`config.mk`:
```
export PLATFORM = sky130hd
export DESIGN_NAME = compose_eval_fsm_flat
export DESIGN_NICKNAME = d
export VERILOG_FILES = /design/src/rtl/compose_eval_fsm_pkg.sv /design/src/rtl/compose_eval_fsm_if.sv /design/src/rtl/compose_eval_fsm_cmp.sv /design/src/rtl/compose_eval_fsm.sv /design/src/flat_wrapper.sv
export SDC_FILE = /design/constraint.sdc
export NUM_CORES = 1
export LEC_CHECK = 0
export ABC_CLOCK_PERIOD_IN_PS = 3300
export BUFFER_PORTS_ARGS = -buffer_cell sky130_fd_sc_hd__buf_2
export CAP_MARGIN = 40
export CORE_ASPECT_RATIO = 0.7
export CORE_MARGIN = 4
export CORE_UTILIZATION = 44
export DETAILED_ROUTE_END_ITERATION = 8
export GPL_TIMING_DRIVEN = 0
export PLACE_DENSITY = 0.7
export SYNTH_ARGS = -nofsm -noshare
export SYNTH_HDL_FRONTEND = slang
export SYNTH_HIERARCHICAL = 1
export SYNTH_SLANG_ARGS = --single-unit
export TNS_END_PERCENT = 20
```
`constraint.sdc`:
```
create_clock -name clk -period 3.3 [get_ports clk]
set_input_delay 0.165 -clock clk [delete_from_list [all_inputs] [get_ports clk]]
set_output_delay 0.165 -clock clk [all_outputs]
set_load 0.02 [all_outputs]
```
`src/rtl/compose_eval_fsm_pkg.sv`:
```
// rtl/compose_eval_fsm_pkg.sv - shared state and compare-mode encodings for compose_eval_fsm
// Purpose: state constants INITIAL..HOLD (0..4) and unsigned compare modes.
// Ports: none (package).
package compose_eval_pkg;

  typedef enum logic [2:0] {
    INITIAL = 3'd0,
    IDLE    = 3'd1,
    COMPOSE = 3'd2,
    COMPARE = 3'd3,
    HOLD    = 3'd4
  } state_e;

  typedef enum logic [1:0] {
    MODE_EQ  = 2'd0,
    MODE_NE  = 2'd1,
    MODE_LTU = 2'd2,
    MODE_GEU = 2'd3
  } mode_e;

endpackage

```
`src/rtl/compose_eval_fsm_if.sv`:
```
// rtl/compose_eval_fsm_if.sv - operand/result handshake bundle for compose_eval_fsm
// Purpose: groups the operand channel, result channel and debug status.
// Ports (signals):
//   in_valid/in_ready, in_a, in_b, in_ref, in_mode : operand channel
//   out_valid/out_ready, out1, out_carry           : result channel
//   busy, fsm_state                                : status
// Modports: master = operand producer / result consumer, slave = evaluation core.
interface compose_eval_fsm_if #(
  parameter int WIDTH   = 32,
  parameter int STATE_W = 8
);
  logic               in_valid;
  logic               in_ready;
  logic [WIDTH-1:0]   in_a;
  logic [WIDTH-1:0]   in_b;
  logic [WIDTH-1:0]   in_ref;
  logic [1:0]         in_mode;
  logic               out_valid;
  logic               out_ready;
  logic [WIDTH-1:0]   out1;
  logic               out_carry;
  logic               busy;
  logic [STATE_W-1:0] fsm_state;

  modport master (
    output in_valid, in_a, in_b, in_ref, in_mode, out_ready,
    input  in_ready, out_valid, out1, out_carry, busy, fsm_state
  );

  modport slave (
    input  in_valid, in_a, in_b, in_ref, in_mode, out_ready,
    output in_ready, out_valid, out1, out_carry, busy, fsm_state
  );
endinterface

```
`src/rtl/compose_eval_fsm_cmp.sv`:
```
// rtl/compose_eval_fsm_cmp.sv - unsigned compare of accumulator against reference
// Purpose: purely combinational condition evaluation.
// Ports:
//   acc     in  WIDTH  accumulated value
//   ref_val in  WIDTH  comparison reference
//   mode    in  2      EQ / NE / LTU / GEU
//   cond    out 1      comparison result
module compose_cmp
  import compose_eval_pkg::*;
#(
  parameter int WIDTH = 32
) (
  input  logic [WIDTH-1:0] acc,
  input  logic [WIDTH-1:0] ref_val,
  input  mode_e            mode,
  output logic             cond
);

  always_comb begin
    cond = 1'b0;
    case (mode)
      MODE_EQ:  cond = (acc == ref_val);
      MODE_NE:  cond = (acc != ref_val);
      MODE_LTU: cond = (acc <  ref_val);
      MODE_GEU: cond = (acc >= ref_val);
      default:  cond = 1'b0;
    endcase
  end

endmodule

```
`src/rtl/compose_eval_fsm.sv`:
```
// rtl/compose_eval_fsm.sv - iterative acc = a + REPEAT*b evaluation core with compare and held result
// Purpose: accepts an operand set, adds b REPEAT times (one add per cycle),
//   compares against ref and holds THEN_VAL/ELSE_VAL until the consumer takes it.
// Ports:
//   clk    in  clock, rising edge
//   reset  in  synchronous active-high reset
//   bus    slave modport of compose_eval_fsm_if (operand, result, status)
module compose_eval_fsm
  import compose_eval_pkg::*;
#(
  parameter int WIDTH    = 32,
  parameter int STATE_W  = 8,
  parameter int REPEAT   = 1,
  parameter int THEN_VAL = 1,
  parameter int ELSE_VAL = 2
) (
  input  logic                clk,
  input  logic                reset,
  compose_eval_fsm_if.slave   bus
);

  if (REPEAT < 1 || STATE_W < 3) begin : g_param_check
    $error("compose_eval_fsm: REPEAT must be >= 1 and STATE_W must be >= 3");
  end

  // iter only has to reach REPEAT-1; keep at least one bit for REPEAT==1.
  localparam int                IW     = (REPEAT > 1) ? $clog2(REPEAT) : 1;
  localparam logic [IW-1:0]     LAST   = IW'(REPEAT - 1);
  localparam logic [WIDTH-1:0]  THEN_W = WIDTH'(THEN_VAL);
  localparam logic [WIDTH-1:0]  ELSE_W = WIDTH'(ELSE_VAL);

  state_e           state;
  state_e           state_nx;
  logic [WIDTH-1:0] acc;
  logic [WIDTH-1:0] b_q;
  logic [WIDTH-1:0] ref_q;
  mode_e            mode_q;
  logic [IW-1:0]    iter;
  logic [WIDTH-1:0] out1_q;
  logic             out_valid_q;
  logic             out_carry_q;
  logic             cond;
  logic [WIDTH:0]   sum;

  // Extra top bit is the carry-out of the WIDTH-bit add.
  assign sum = {1'b0, acc} + {1'b0, b_q};

  compose_cmp #(.WIDTH(WIDTH)) u_cmp (
    .acc     (acc),
    .ref_val (ref_q),
    .mode    (mode_q),
    .cond    (cond)
  );

  // State register
  always_ff @(posedge clk) begin
    if (reset) begin
      state <= INITIAL;
    end else begin
      state <= state_nx;
    end
  end

  // Next-state logic
  always_comb begin
    state_nx = INITIAL;
    case (state)
      INITIAL: state_nx = IDLE;
      IDLE:    state_nx = bus.in_valid ? COMPOSE : IDLE;
      COMPOSE: state_nx = (iter == LAST) ? COMPARE : COMPOSE;
      COMPARE: state_nx = HOLD;
      HOLD:    state_nx = bus.out_ready ? IDLE : HOLD;
      default: state_nx = INITIAL;
    endcase
  end

  // Outputs
  always_comb begin
    bus.in_ready  = (state == IDLE);
    bus.busy      = (state == COMPOSE) || (state == COMPARE) || (state == HOLD);
    bus.fsm_state = STATE_W'(state);
    bus.out1      = out1_q;
    bus.out_valid = out_valid_q;
    bus.out_carry = out_carry_q;
  end

  // Datapath: operand capture, accumulation and result registers
  always_ff @(posedge clk) begin
    if (reset) begin
      acc         <= '0;
      iter        <= '0;
      b_q         <= '0;
      ref_q       <= '0;
      mode_q      <= MODE_EQ;
      out1_q      <= '0;
      out_valid_q <= 1'b0;
      out_carry_q <= 1'b0;
    end else begin
      case (state)
        INITIAL: begin
          out1_q <= '0;
        end
        IDLE: begin
          if (bus.in_valid) begin
            acc         <= bus.in_a;
            b_q         <= bus.in_b;
            ref_q       <= bus.in_ref;
            mode_q      <= mode_e'(bus.in_mode);
            iter        <= '0;
            out_carry_q <= 1'b0;
          end
        end
        COMPOSE: begin
          acc         <= sum[WIDTH-1:0];
          out_carry_q <= out_carry_q | sum[WIDTH];
          iter        <= iter + IW'(1);
        end
        COMPARE: begin
          out1_q      <= cond ? THEN_W : ELSE_W;
          out_valid_q <= 1'b1;
        end
        HOLD: begin
          if (bus.out_ready) begin
            out_valid_q <= 1'b0;
          end
        end
        default: begin
        end
      endcase
    end
  end

endmodule

```
`src/flat_wrapper.sv`:
```
// flat-port wrapper written by rule: the top's interface ports become plain ports
module compose_eval_fsm_flat import compose_eval_pkg::*;
#(
  parameter int WIDTH    = 32,
  parameter int STATE_W  = 8,
  parameter int REPEAT   = 1,
  parameter int THEN_VAL = 1,
  parameter int ELSE_VAL = 2
)
  (clk, reset, bus_in_valid, bus_in_a, bus_in_b, bus_in_ref, bus_in_mode, bus_out_ready, bus_in_ready, bus_out_valid, bus_out1, bus_out_carry, bus_busy, bus_fsm_state);
  compose_eval_fsm_if #(.WIDTH(WIDTH), .STATE_W(STATE_W)) bus_i ();
  input  logic clk;
  input  logic reset;
  input wire logic [$bits(bus_i.in_valid)-1:0] bus_in_valid;
  input wire logic [$bits(bus_i.in_a)-1:0] bus_in_a;
  input wire logic [$bits(bus_i.in_b)-1:0] bus_in_b;
  input wire logic [$bits(bus_i.in_ref)-1:0] bus_in_ref;
  input wire logic [$bits(bus_i.in_mode)-1:0] bus_in_mode;
  input wire logic [$bits(bus_i.out_ready)-1:0] bus_out_ready;
  output wire logic [$bits(bus_i.in_ready)-1:0] bus_in_ready;
  output wire logic [$bits(bus_i.out_valid)-1:0] bus_out_valid;
  output wire logic [$bits(bus_i.out1)-1:0] bus_out1;
  output wire logic [$bits(bus_i.out_carry)-1:0] bus_out_carry;
  output wire logic [$bits(bus_i.busy)-1:0] bus_busy;
  output wire logic [$bits(bus_i.fsm_state)-1:0] bus_fsm_state;
  assign bus_i.in_valid = bus_in_valid;
  assign bus_i.in_a = bus_in_a;
  assign bus_i.in_b = bus_in_b;
  assign bus_i.in_ref = bus_in_ref;
  assign bus_i.in_mode = bus_in_mode;
  assign bus_i.out_ready = bus_out_ready;
  assign bus_in_ready = bus_i.in_ready;
  assign bus_out_valid = bus_i.out_valid;
  assign bus_out1 = bus_i.out1;
  assign bus_out_carry = bus_i.out_carry;
  assign bus_busy = bus_i.busy;
  assign bus_fsm_state = bus_i.fsm_state;
  compose_eval_fsm #(.WIDTH(WIDTH), .STATE_W(STATE_W), .REPEAT(REPEAT), .THEN_VAL(THEN_VAL), .ELSE_VAL(ELSE_VAL)) u_core (.clk(clk), .reset(reset), .bus(bus_i));
endmodule
```
* Yosys cells after proc, flatten, opt, wreduce, memory -nomap -nowiden *
Index checks and enable logic that the tools add are counted.

cells by class
  add/subtract/negate cells = 2
  $lt $le $gt $ge = 2
  equal/unequal tests = 11
  muxes and demuxes = 14
  bitwise operators = 1
  reductions and logical operators = 10

operators by type and width
  kind                                           count
  case mux 32 bit (2 select lines)               2
  adder 32 x 32 -> 33 bit                        1
  == test 32 bit                                 1
  >= comparator 32 bit                           1
  < comparator 32 bit                            1
  two-way mux 32 bit                             1
  inequality test 32 bit                         1
  case mux 3 bit (5 select lines)                1
  == test 3 x 2 -> 1 bit, second input constant  2
  case mux 1 bit (2 select lines)                3
  AND reduction 2 bit                            3
  nonzero test 2 bit                             3
  == test 2 bit, second input constant           2
  two-way mux 2 bit                              2
  inequality test 2 bit, second input constant   2
  case mux 1 bit (4 select lines)                1
  == test 3 x 1 -> 1 bit, second input constant  1
  == test 3 bit, second input constant           1
  zero test 3 bit                                1
  two-way mux 1 bit                              3
  two-way mux 3 bit                              1
  == test 2 x 1 -> 1 bit, second input constant  1
  zero test 2 bit                                1
  logical OR 1 bit                               2
  2 further kinds                                2

word-level totals
  register bits = 136
  input port bits = 102
  output and inout bits = 44
  logic and storage cells = 49

* Logic depth before layout (Yosys ltp) *
Gate-level depths: netlist (run 1).

  depth in word-level cells = 4
  gate-level depth with buffers = 12
  mapped depth without buffers = 12

* By module *
The synthesis (run 1) kept the hierarchy.

modules (own cells, without submodules)
  module            instances  cells an instance  area each (µm²)  sequential area each (µm²)
  compose_eval_fsm  1          787                6004.5           2122.0
  compose_cmp       1          127                873.3            0.0

* Worst setup path before layout (run 1) *
Ideal clock, no wire load.

  path type = register to register
  from = register u_core.acc[0]
  to = register u_core.acc[30]
  setup time = 0.082 ns
  data arrival time = 2.362 ns
  data required time = 3.218 ns
  path slack = 0.856 ns
  stages on the path, launching flop included = 11
  buffers on the path = 0
  clock period less this slack = 2.444 ns
  path through = dfxtp_1 -> ha_1 -> fa_1 -> a211oi_1 -> o21a_1 -> a221o_1 -> a31oi_2 -> o21ai_2 -> and3_4 -> or4b_1 -> o2111ai_1

on the way
  cells in the longest elaborated chain, start to end = 2

RTL lines
  what                              line                     text
  start, declared                   compose_eval_fsm.sv:34   logic [WIDTH-1:0] acc;
  start signal, assigned            compose_eval_fsm.sv:105  acc <= bus.in_a;
  start signal, assigned            compose_eval_fsm.sv:114  acc <= sum[WIDTH-1:0];
  adder 32 x 32 -> 33 bit           compose_eval_fsm.sv:46   assign sum = {1'b0, acc} + {1'b0, b_q};
  case mux 32 bit (2 select lines)  compose_eval_fsm.sv:99   case (state)

Every way passes these cells.
A chain may end at the register's enable or synchronous reset.

* Final worst setup path (run 1) *
  from = register u_core.acc[0]
  to = register u_core.acc[16]

Same word-level chain as after synthesis.

==> flow_summary.toml, run 1 <==
[outcome]
result_of_the_run = "finished, final reports clean"

[worst_setup_path]
crit_path_max_incr_delay_ns = 0.44
cp_cell_sequence = "ha_1 > fa_1 > a211oi_1 > o21a_1 > a221o_1 > a31oi_2 > or2_2 > nand3_1 > a21boi_0 > o32ai_1"
cp_data_required_time_ns = 3.55
cp_num_buf_inv = 0
end_kind = "flip-flop"
start_kind = "flip-flop"
timing.critical_path.arrival_ns = 3.13
critical_path_peak_fanout = 3
critical-path-slowest-cell = "sky130_fd_sc_hd__fa_1"
worst-setup-path-type = "reg2reg"
worst_path_dominant_cell_family = "compound AO/OA/AOI/OAI gates"

[power_and_ir_drop]
power-per-cell-area_nw_per_um2 = 418
leakagePower_nw = 3.52
design_power_total_mw = 3.39
combinationalPowerShare = 0.237
power.clock.fraction = 0.340
vdd_drop_max_v = 0.000224
p_int_mw = 2.29
relative_contribution_of_sequential_cells_to_total_power = 0.423
power.net_switching_mw = 1.10
power.share.switching = 0.325

[routing]
drtIter0Drc = 532
vias = 6715
detail-route-antenna-nets = 0
routed_via_density = 5.29
drt_first_pass_iters = 5
totalWireLength_um = 20500
drcViolationCount = 0
routedWlPerCell_um = 16.2

[place]
place_congestion = 0.947
io_buffers = 109
dp.final_hpwl_um = 16200

[sta]
slew_viol_final = 0
setup_viol = 0
timing_hold_violations_final = 0
worst-slew-pin-transition_ns = 0.930
max_slew_margin = 0.380
totalNegativeSetupSlack_ns = 0
min_period_ns = 2.89
final.hold.worst_slack_ns = 0.0375
clock.fmax_ghz = 0.346
final.period_utilization = 0.875
grt_setup_unrepaired = "no"
final_worst_clock_skew_ns = 0.0108

[yosys]
synth_simple_gate_area_frac = 0.221
muxShareOfSynthArea = 0.0175
synth.distinct_cells = 70
post_synth_instance_area_um2 = 6880
number_of_enable_flip_flop_cells_after_synthesis = 0
synthesis.yosys.warnings = 6
synth_area_per_cell_um2 = 7.52
synth_compound_area_frac = 0.224
synth_top_flop_cell = "sky130_fd_sc_hd__dfxtp_1"
synth_xor_xnor_area_share = 0.0191
seq_area_frac_synth = 0.309
postSynthRegisterBits = 106
synthArstFlopShare = 0
post_synth_fa_ha_maj_area_fraction = 0.119
main_combinational_cell_family_by_area_after_synthesis = "compound AO/OA/AOI/OAI gates"
post_synth_inst_count = 914

[cts]
cts_num_sinks = 106
clkSlewWorstSetupHoldPaths_ns = 0.08
max-clock-path-buffers = 2
insertion_delay_ns = 0.36
cts_max_level = 3
clock-root-buffer = "sky130_fd_sc_hd__clkbuf_16"
cts_tree = "yes"
cts_post_setup_buffers_inserted = 0
cts_inserted_buffers = 9
postCtsResizedCells = 0
holdBufCountCts = 0

[die]
core_rows = 37
num_io_pins = 146
initial_utilization = 0.459
chip_height_um = 113
die_width_um = 157
dieArea_um2 = 17700
placeableCoreArea_um2 = 15000

[global_route]
largest_net_degree_at_the_start_of_global_routing = 21
grt.overflow.total = 0
grt_first_pass_wirelength_um = 32000
gr-usage-all-layers = 0.228
antenna_violations_before_repair = 0
first_global_vias = 6133

[layout]
layout-drive-gt1-share = 0.176
nNetsFinal = 1236
syn2layout_area_growth_pct = 18.1
antenna_cells = 0

[run]
maxCapViolCount = 0

[min_path]
type_of_the_tightest_min_delay_check = "in2reg"
routing by layer:
layer  wire [µm]  vias to the layer above  part of all wire  global-route usage
li1            -                     3423                 -                   -
met1       10400                     3004              0.51               0.363
met2        7960                      275              0.39               0.313
met3        2000                       13             0.097              0.0482
met4         159                        0            0.0078              0.0441
met5           0                        -                 0                   0
worst min-delay path, cell delays in order:
cell and delay (ns):
sky130_fd_sc_hd__buf_2 0.09, sky130_fd_sc_hd__nand2_1 0.04, sky130_fd_sc_hd__a21oi_1 0.05
registers in the layout (all words and copies together) (netlist names):
name,cells
u_core/bus.out_carry,1
u_core/ref_q,32
u_core/mode_q,2
u_core/bus.out1,2
u_core/iter,1
u_core/b_q,32
u_core/state,3
u_core/acc,32
u_core/bus.out_valid,1
cells in the final DEF, fill, tap and decap left out, types with 11 or more instances in the layout:
master	synthesis	routed
sky130_fd_sc_hd__dfxtp_1	106	106
sky130_fd_sc_hd__o21ai_0	30	30
sky130_fd_sc_hd__buf_2	0	109
sky130_fd_sc_hd__nor2_1	47	47
sky130_fd_sc_hd__ha_1	64	64
sky130_fd_sc_hd__inv_1	41	41
sky130_fd_sc_hd__nand3_1	13	13
sky130_fd_sc_hd__a311oi_1	16	16
sky130_fd_sc_hd__a21oi_1	130	130
sky130_fd_sc_hd__mux2i_1	12	12
sky130_fd_sc_hd__nor3_1	11	11
sky130_fd_sc_hd__buf_4	35	36
sky130_fd_sc_hd__nand2_1	223	223
sky130_fd_sc_hd__clkbuf_1	38	38
sky130_fd_sc_hd__conb_1	1	35
cell usage after synthesis (all sizes together) (6+ instances only):
master / instances / area share
nand2: 224 / 0.12
a21oi: 132 / 0.097
dfxtp: 106 / 0.31
ha: 64 / 0.12
nor2: 47 / 0.026
inv: 41 / 0.022
buf: 40 / 0.043
clkbuf: 40 / 0.025
o21ai: 31 / 0.023
a311oi: 16 / 0.020
nand3: 13 / 0.0095
mux2i: 12 / 0.017
nor3: 12 / 0.0095
a21o: 10 / 0.011
xor2: 9 / 0.011
nand4: 8 / 0.0082
a31oi: 7 / 0.0073
and3: 6 / 0.0064
nand2b: 6 / 0.0055
nor4: 6 / 0.0064
o21a: 6 / 0.0065
or3: 6 / 0.0055
xnor2: 6 / 0.0076
kinds of logic (layout without fill, tap and decap cells):
family | after synthesis | count (layout)
buf+inv | 121 | 247
mux | 12 | 12
compound gates | 246 | 246
flops | 106 | 106
simple gates | 348 | 348
fa+ha+maj | 65 | 65
other cells | 1 | 35
xor+xnor | 15 | 15
power by group through the flow:
stage          clock (mW)  sequential (mW)  combinational (mW)
3_3_place_gp            0             1.46               0.776
3_5_place_dp            0             1.46               0.787
2_1_floorplan           0             1.43               0.571
5_1_grt              1.22             1.44               0.903
4_1_cts              1.18             1.43               0.792
6_report             1.15             1.44               0.803
cell type report:
cell class	instances	area, µm²
multi-input combinational	721	4260
tap	195	244
clock inverter	7	92.6
sequential	106	2120
buffer	80	467
inverter	41	154
clock buffer	9	225
timing repair buffer	110	553
fill	1540	6880
path summary, 6_finish.rpt:
| check | end | depth (start not counted) | slack (ns) | startpoint |
|---|---|---|---|---|
| worst min register to register | u_core/ref_q[5]$_SDFFE_PP0P_ | 2 | 0.45 | u_core/ref_q[5]$_SDFFE_PP0P_ |
| worst max register to register | u_core/acc[16]$_SDFFE_PP0P_ | 10 | 0.41 | u_core/acc[0]$_SDFFE_PP0P_ |
| worst min-delay path | u_core/mode_q[0]$_SDFFE_PP0P_ | 3 | 0.04 | bus_in_mode[0] |
| worst max-delay path | u_core/acc[16]$_SDFFE_PP0P_ | 10 | 0.41 | u_core/acc[0]$_SDFFE_PP0P_ |
per-stage QoR:
step / setup slack, ns / std cells / utilization / cell area, µm²
after floorplan: 0.856 / 948 / - / 7010
after global placement: 0.242 / 1252 / 0.520 / 7790
after detailed placement: 0.539 / 1253 / 0.520 / 7800
after CTS: 0.459 / 1269 / 0.541 / 8120
after global routing: 0.203 / 1269 / 0.541 / 8120
final: 0.413 / 1269 / 0.541 / 8120
Note: power is estimated with default switching activity, not from simulation.
==> run 2, diff against run 1 <==
Settings changed: HOLD_SLACK_MARGIN from default to 0.05.
==> flow_summary.toml, run 2 (same netlist as run 1, synthesis figures left out) <==
[sta]
final_worst_clock_skew_ns = 0.0135
grt_setup_unrepaired = "no"
max_slew_margin = 0.382
clock.fmax_ghz = 0.348
finalWorstSetupSlack_ns = 0.428
timing_hold_violations_final = 0
totalNegativeSetupSlack_ns = 0
min_period_ns = 2.87
slew_viol_final = 0
final.hold.worst_slack_ns = 0.0553
worst-slew-pin-transition_ns = 0.927
setup_viol = 0
final.period_utilization = 0.870

[layout]
nNetsFinal = 1278
mostFrequentLayoutCells = "223 x sky130_fd_sc_hd__nand2_1, 130 x sky130_fd_sc_hd__a21oi_1, 109 x sky130_fd_sc_hd__buf_2"
filler_cell_count = 1497
stdcell_area_um2 = 8540
final_util = 0.569
syn2layout_area_growth_pct = 24.2
mostFrequentLayoutCell = "sky130_fd_sc_hd__nand2_1"
largest_registers = "u_core/acc (32), u_core/b_q (32), u_core/ref_q (32)"
area_taken_by_multi_input_logic_gates_um2 = 4260
final-seq-area_um2 = 2120
antenna_cells = 0
layout-drive-gt1-share = 0.169

[routing]
drt_first_pass_iters = 5
drtIter0Drc = 523
detail-route-antenna-nets = 0
routed_via_density = 5.25
drcViolationCount = 0
routedWlPerCell_um = 16.0
vias = 6885
totalWireLength_um = 21000

[cts]
clock-root-buffer = "sky130_fd_sc_hd__clkbuf_16"
clkSlewWorstSetupHoldPaths_ns = 0.09
cts_tree = "yes"
cts_inserted_buffers = 9
cts_num_sinks = 106
max-clock-path-buffers = 2
cts_max_level = 3
postCtsResizedCells = 0
insertion_delay_ns = 0.36

[min_path]
hold_start = "bus_in_ref[25]"
timing.hold.worst_path_depth = 3
type_of_the_tightest_min_delay_check = "in2reg"
hold_end = "u_core/ref_q[25]$_SDFFE_PP0P_"

[worst_setup_path]
start_kind = "flip-flop"
reg2reg_setup_slack_ns = 0.43
cp_data_required_time_ns = 3.56
timing.critical_path.arrival_ns = 3.13
critical_path_peak_fanout = 4
reg2regPathDepth = 10
critical_path.reg2reg.endpoint = "u_core/acc[26]$_SDFFE_PP0P_"
end_kind = "flip-flop"
regToRegStartpoint = "u_core/acc[0]$_SDFFE_PP0P_"
worst-setup-path-type = "reg2reg"

[power_and_ir_drop]
vdd_drop_max_v = 0.000227
leakagePower_nw = 3.69
power-per-cell-area_nw_per_um2 = 403

[die]
dieArea_um2 = 17700
core_rows = 37
die_width_um = 157
chip_height_um = 113
num_io_pins = 146
initial_utilization = 0.459
placeableCoreArea_um2 = 15000

[global_route]
antenna_violations_before_repair = 0
grt_first_pass_wirelength_um = 32700
gr-usage-all-layers = 0.233
first_global_vias = 6340
grt.overflow.total = 0
largest_net_degree_at_the_start_of_global_routing = 21

[place]
place_congestion = 0.947
dp.final_hpwl_um = 16200
io_buffers = 109
pre_cts_slack_ns = 0.539
postPlaceCellArea_um2 = 7800

[run]
maxCapViolCount = 0

[outcome]
result_of_the_run = "finished, final reports clean"
[run 2: critical path: stages (launching register included)]
cell,delay (ns)
sky130_fd_sc_hd__dfxtp_1,0.33
sky130_fd_sc_hd__ha_1,0.23
sky130_fd_sc_hd__fa_1,0.44
sky130_fd_sc_hd__a211oi_1,0.30
sky130_fd_sc_hd__o21a_1,0.24
sky130_fd_sc_hd__a221o_1,0.21
sky130_fd_sc_hd__a31oi_2,0.14
sky130_fd_sc_hd__o21ai_2,0.25
sky130_fd_sc_hd__a21oi_1,0.13
sky130_fd_sc_hd__o31a_1,0.25
sky130_fd_sc_hd__o32ai_1,0.25
[run 2: metrics by stage]
stage / std cells / power (mW)
finish: 1311 / 3.44
global route: 1311 / 3.61
detailed placement: 1253 / 2.25
floorplan: 948 / 2.00
CTS: 1311 / 3.45
global placement: 1252 / 2.24
[run 2: what timing repair did]
item	in CTS	in global routing
hold endpoints to repair	42	0
hold buffers	42	0
buffers inserted	0	0
[run 2: routing by layer]
metal	global-route usage	share of wire
met5	0	0
met4	0.0447	0.010
met3	0.0462	0.099
met2	0.329	0.39
met1	0.365	0.50
[run 2: where the power goes]
part	switching, mW	leakage (nW)	internal, mW
registers	0.0794	0.865	1.36
clock network	0.548	0.156	0.611
logic	0.490	2.67	0.353
[run 2: area by class of cell]
type | count | share of cell area
Buffer | 80 | 0.0546
Clock buffer | 9 | 0.0264
Clock inverter | 7 | 0.0108
Inverter | 41 | 0.0180
Multi-Input combinational cell | 721 | 0.499
Sequential cell | 106 | 0.248
Tap cell | 195 | 0.0286
Timing Repair Buffer | 152 | 0.114
[run 2: worst max path at each step]
stage,start,end,slack (ns),depth (start not counted)
final,u_core/acc[0]$_SDFFE_PP0P_,u_core/acc[26]$_SDFFE_PP0P_,0.43,10
after global routing,u_core/acc[0]$_SDFFE_PP0P_,u_core/acc[26]$_SDFFE_PP0P_,0.20,10
after CTS,u_core/acc[0]$_SDFFE_PP0P_,u_core/acc[16]$_SDFFE_PP0P_,0.46,10
after detailed placement,u_core/acc[0]$_SDFFE_PP0P_,u_core/acc[26]$_SDFFE_PP0P_,0.54,10
after global placement,u_core/state[1]$_SDFF_PP0_,u_core/b_q[5]$_SDFFE_PP0P_,0.24,7
after floorplan,u_core/acc[0]$_SDFFE_PP0P_,u_core/acc[30]$_SDFFE_PP0P_,0.86,10
